<file path="src/rtl/multi_temp_sensor_poller.sv">
// Round-robin poller for up to NUM_CH temperature sensors: requests a reading,
// waits for a valid-tagged reply with timeout, and writes {channel, sample} downstream.
module multi_temp_sensor_poller #(
  parameter int DATA_W  = 8,
  parameter int NUM_CH  = 4,
  parameter int TIMEOUT = 15,
  localparam int CH_W   = (NUM_CH > 1) ? $clog2(NUM_CH) : 1
) (
  input  logic                   clk,
  input  logic                   reset,
  input  logic                   fifo_full,
  input  logic [NUM_CH-1:0]      ch_en,
  input  logic [DATA_W:0]        din_sensor,
  output logic                   dout_sensor,
  output logic [CH_W-1:0]        sensor_sel,
  output logic [CH_W+DATA_W-1:0] data_to_fifo,
  output logic                   fifo_wr,
  output logic                   timeout_err
);

  // Handshakes: the sensor reply counts only while waiting, when din_sensor[DATA_W]
  // is high; a write is issued only when fifo_full was low at the deciding edge.
  typedef enum logic [2:0] {IDLE, REQ, WAIT, HOLD, PUSH, ERR} state_t;

  localparam logic [7:0] CNT_LAST = 8'(TIMEOUT - 1);

  state_t          state;
  logic [7:0]      wait_cnt;
  logic [CH_W-1:0] next_ch;
  logic [CH_W-1:0] idx;

  // Nearest enabled channel after the current one; scanning from the far end
  // lets the closest candidate overwrite the others.
  always_comb begin
    next_ch = sensor_sel;
    idx     = sensor_sel;
    for (int i = NUM_CH - 1; i >= 1; i--) begin
      idx = CH_W'((32'(sensor_sel) + i) % NUM_CH);
      if (ch_en[idx]) next_ch = idx;
    end
  end

  always_ff @(posedge clk) begin
    if (reset) begin
      state        <= IDLE;
      sensor_sel   <= '0;
      dout_sensor  <= 1'b0;
      fifo_wr      <= 1'b0;
      timeout_err  <= 1'b0;
      data_to_fifo <= '0;
      wait_cnt     <= '0;
    end else begin
      dout_sensor <= 1'b0;
      fifo_wr     <= 1'b0;
      timeout_err <= 1'b0;
      case (state)
        IDLE: begin
          if (!ch_en[sensor_sel]) begin
            sensor_sel <= next_ch;
          end else if (!fifo_full) begin
            state       <= REQ;
            dout_sensor <= 1'b1;
          end
        end
        REQ: begin
          wait_cnt <= '0;
          state    <= WAIT;
        end
        WAIT: begin
          // A reply arriving on the final counted cycle still wins over the timeout.
          if (din_sensor[DATA_W]) begin
            data_to_fifo <= {sensor_sel, din_sensor[DATA_W-1:0]};
            state        <= HOLD;
          end else if (wait_cnt == CNT_LAST) begin
            state       <= ERR;
            timeout_err <= 1'b1;
          end else begin
            wait_cnt <= wait_cnt + 8'd1;
          end
        end
        HOLD: begin
          if (!fifo_full) begin
            state   <= PUSH;
            fifo_wr <= 1'b1;
          end
        end
        PUSH: begin
          sensor_sel <= next_ch;
          state      <= IDLE;
        end
        ERR: begin
          sensor_sel <= next_ch;
          state      <= IDLE;
        end
        default: state <= IDLE;
      endcase
    end
  end

endmodule
</file>
<file path="config.mk">
export PLATFORM = sky130hd
export DESIGN_NAME = multi_temp_sensor_poller
export DESIGN_NICKNAME = d
export VERILOG_FILES = /design/src/rtl/multi_temp_sensor_poller.sv
export SDC_FILE = /design/constraint.sdc
export NUM_CORES = 1
export LEC_CHECK = 0
export CORE_MARGIN = 4
export CORE_UTILIZATION = 40
export CTS_BUF_LIST = sky130_fd_sc_hd__clkbuf_4 sky130_fd_sc_hd__clkbuf_8
export DETAILED_ROUTE_END_ITERATION = 10
export PLACE_DENSITY = 0.64
export SLEW_MARGIN = 15
export SYNTH_ARGS = -nofsm -noshare
export SYNTH_HDL_FRONTEND = slang
export SYNTH_SLANG_ARGS = --single-unit
</file>
<file path="constraint.sdc">
create_clock -name clk -period 3.7 [get_ports clk]
set_input_delay 0.925 -clock clk [delete_from_list [all_inputs] [get_ports clk]]
set_output_delay 0.925 -clock clk [all_outputs]
set_load 0.03 [all_outputs]
</file>
==> impl_table.tex <==
\begin{tabular}{lr}
\hline
Metric & Value \\
\hline
\multicolumn{2}{l}{\textbf{STA}} \\
\quad Smallest hold slack & 0.463 ns \\
\quad Final setup violation count & 0 \\
\quad Final worst path period need & 2.74 ns \\
\quad Slew Limit Headroom & 0.605 \\
\quad Highest clock frequency the design can meet & 365 MHz \\
\quad Slew @ Worst Pin & 0.592 ns \\
\quad RSZ-0062 raised after global routing & false \\
\quad Total Neg Setup Slack & 0 ns \\
\quad Final-report max-slew violation count & 0 \\
\quad Layout Skew & 0.0110 ns \\
\quad Final Cycle Share & 0.740 \\
\quad Fin worst setup slack & 0.963 ns \\
\quad Final Hold Viols & 0 \\
\multicolumn{2}{l}{\textbf{Worst setup path}} \\
\quad Cell family with the largest share of critical-path delay & buffers and inverters \\
\quad Sequence of cells on the critical path & clkdlybuf4s50\_1 \\
\quad Stage delay of the slowest cell on the critical path & 0.79 ns \\
\quad Slowest CP cell & clkdlybuf4s50\_1 \\
\quad Worst path buffer plus inverter count & 1 \\
\quad Startpoint type of the worst setup path & register \\
\quad Source of the critical timing path & sensor\_sel[0] \\
\quad Start of the worst register-to-register path & sensor\_sel[0] \\
\quad Required arrival time at the worst endpoint & 2.77 ns \\
\quad CP Capture Type & primary output \\
\quad Arrival time of the worst setup path & 1.81 ns \\
\quad Biggest fanout along the worst timing path & 18 \\
\quad Worst Setup Path Type & register to primary output \\
\multicolumn{2}{l}{\textbf{Power and ir drop}} \\
\quad Total leakage power & 0.593 nW \\
\quad Power per unit of standard cell area & 472 nW/um\^{}2 \\
\quad Worst-case vdd ir drop & 0.000203 V \\
\quad Power consumption & 0.826 mW \\
\multicolumn{2}{l}{\textbf{Detailed routing}} \\
\quad \# DRC & 0 \\
\quad Number of DRC violations after detailed-routing iteration 0 & 40 \\
\quad Via density & 5.21 \\
\quad Number of detailed-routing iterations run before antenna repair & 4 \\
\quad Post-detailed-routing wire length & 2990 um \\
\quad Antenna violation net count after detailed routing & 0 \\
\quad Total vias in the final route & 1,214 \\
\quad Drt wl/cell & 12.8 um \\
\multicolumn{2}{l}{\textbf{CTS}} \\
\quad Hold buffer count at CTS & 0 \\
\quad Post-CTS setup-driven buffer insertion count & 0 \\
\quad CTS tree & done \\
\quad Insertion delay to the later sink of the worst-skew pair & 0.32 ns \\
\quad Longest Clk Path Bufs & 2 \\
\quad Root buf cell & clkbuf\_4 \\
\quad Number of levels in the clock H-tree & 1 \\
\quad Count of cells resized by post-cts repair & 0 \\
\quad TritonCTS Buffers & 3 \\
\quad Clk slew on worst S/H paths & 0.12 ns \\
\quad Num Clock Sinks & 26 \\
\multicolumn{2}{l}{\textbf{Die}} \\
\quad Die footprint & 4590 um\^{}2 \\
\quad Initial cell density of the core & 0.422 \\
\quad Chip height & 67.8 um \\
\quad Die span in x & 67.8 um \\
\quad Number of top-level pins & 31 \\
\quad Cell Rows & 21 \\
\quad Total core area & 3390 um\^{}2 \\
\multicolumn{2}{l}{\textbf{Yosys}} \\
\quad Synth warnings & 0 \\
\quad Post-Synthesis Mean Instance Area & 8.61 um\^{}2 \\
\quad Sequential share of the synthesized area & 0.364 \\
\quad Yosys top cell area share & 0.364 \\
\quad Net count after synthesis & 184 \\
\quad Synth Flop Type & dfxtp\_1 \\
\quad Number of enable flip-flop cells after synthesis & 0 \\
\quad Synthesized instance count & 166 \\
\quad Count of state elements after synthesis & 26 \\
\quad Post-Syn Area & 1430 um\^{}2 \\
\quad Cell types occupying the most area after synthesis & dfxtp\_1, nand2\_1, a21oi\_1, nor2\_1, mux2i\_1 \\
\quad Post-synth top area cell & dfxtp\_1 \\
\quad Number of distinct library cells after synthesis & 44 \\
\quad Async set-reset flop share out of synthesis & 0 \\
\multicolumn{2}{l}{\textbf{Worst hold path}} \\
\quad Hold path startpoint & data\_to\_fifo[0] \\
\quad Type of the tightest min-delay check & register to register \\
\multicolumn{2}{l}{\textbf{Global routing}} \\
\quad Pin count of the biggest net entering global routing & 21 \\
\quad Overall overflow remaining after global route & 0 \\
\quad GRT Resource Usage Total & 0.138 \\
\quad Initial antenna violation count & 0 \\
\quad Via count of the first global-routing pass & 1,112 \\
\quad Global-route wire length before repair & 4880 um \\
\multicolumn{2}{l}{\textbf{Placed design}} \\
\quad Post-DP HPWL & 2200 um \\
\quad Cells after DPL & 230 \\
\quad Number of port buffers & 30 \\
\quad Placed instance area & 1730 um\^{}2 \\
\quad Final weighted congestion of routability-driven global placement & 0.842 \\
\quad Minimum setup slack after placement & 0.924 ns \\
\multicolumn{2}{l}{\textbf{Finish}} \\
\quad Final instance area & 1750 um\^{}2 \\
\quad Most common cell after layout, fill and taps aside & clkdlybuf4s50\_1 \\
\quad Fraction of final layout cells with drive strength greater than 1 & 0.0802 \\
\quad Inserted Diodes & 0 \\
\quad Post-route insts no fill & 233 \\
\quad Final-stage net count & 207 \\
\quad Commonest cells after routing, fill and taps aside & clkdlybuf4s50\_1, nand2\_1, dfxtp\_1 \\
\quad Layout overhead on the synthesized area & 22.5\% \\
\quad Post-route core utilization & 0.516 \\
\multicolumn{2}{l}{\textbf{Run}} \\
\quad Number of max-cap violations & 0 \\
\multicolumn{2}{l}{\textbf{Run status}} \\
\quad Result of the run & finished clean \\
\hline
\end{tabular}
## cell usage after synthesis, types with 2 or more instances
cell type	n
mux2i_1	4
xnor2_1	4
and3_1	5
o311a_1	3
or3b_2	2
nor3_1	4
nand3_1	5
nand3b_1	2
ha_1	2
nor3b_1	5
a211oi_1	2
buf_2	2
o2111ai_1	2
buf_6	2
dfxtp_1	26
inv_1	6
a21oi_1	15
clkbuf_1	8
nand2_1	27
nor2b_1	4
nor2_1	13
## flip-flops by register name, summed over array words and instances, names as in the netlist
| signal | cells |
|---|---|
| data_to_fifo | 10 |
| dout_sensor | 1 |
| fifo_wr | 1 |
| sensor_sel | 2 |
| state | 3 |
| timeout_err | 1 |
| wait_cnt | 8 |
## path summary, 6_finish.rpt
kind | to | slack, ns | depth (start not counted)
max | sensor_sel[0] | 0.96 | 1
min | data_to_fifo[0] | 0.46 | 2
max reg2reg | sensor_sel[0] | 1.72 | 4
min reg2reg | data_to_fifo[0] | 0.46 | 2
## cells by family after synthesis
family,Yosys count,share of synthesized area
AND/OR/NAND/NOR,72,0.269
buffers and inverters,19,0.0622
XOR/XNOR,4,0.0245
flip-flops,26,0.364
adder cells (fa/ha/maj),2,0.0175
multiplexers,7,0.0622
AO/OA/AOI/OAI,36,0.201
## power by group
group	total (mW)	switching (mW)	internal [mW]
Sequential	0.385	0.0714	0.314
Clock	0.117	0.0792	0.0381
Combinational	0.324	0.163	0.161
Total	0.826	0.314	0.513
## area by class of cell
class	instances	area, um^2
clock buffers	3	22.5
well taps	46	57.6
multi-input cells	121	820
flip-flops and latches	26	520
fillers	311	1640
inverters	6	22.5
repair buffers	31	308
## routing by layer
| layer | share of wire | wire (um) | vias up | track usage |
|---|---|---|---|---|
| met5 | 0 | 0 | - | 0 |
| met4 | 0.019 | 56 | 0 | 0.0759 |
| met3 | 0.037 | 110 | 6 | 0.0150 |
| met2 | 0.46 | 1380 | 30 | 0.231 |
| met1 | 0.48 | 1450 | 548 | 0.172 |
| li1 | - | - | 630 | - |
(Power assumes the default switching activity.)
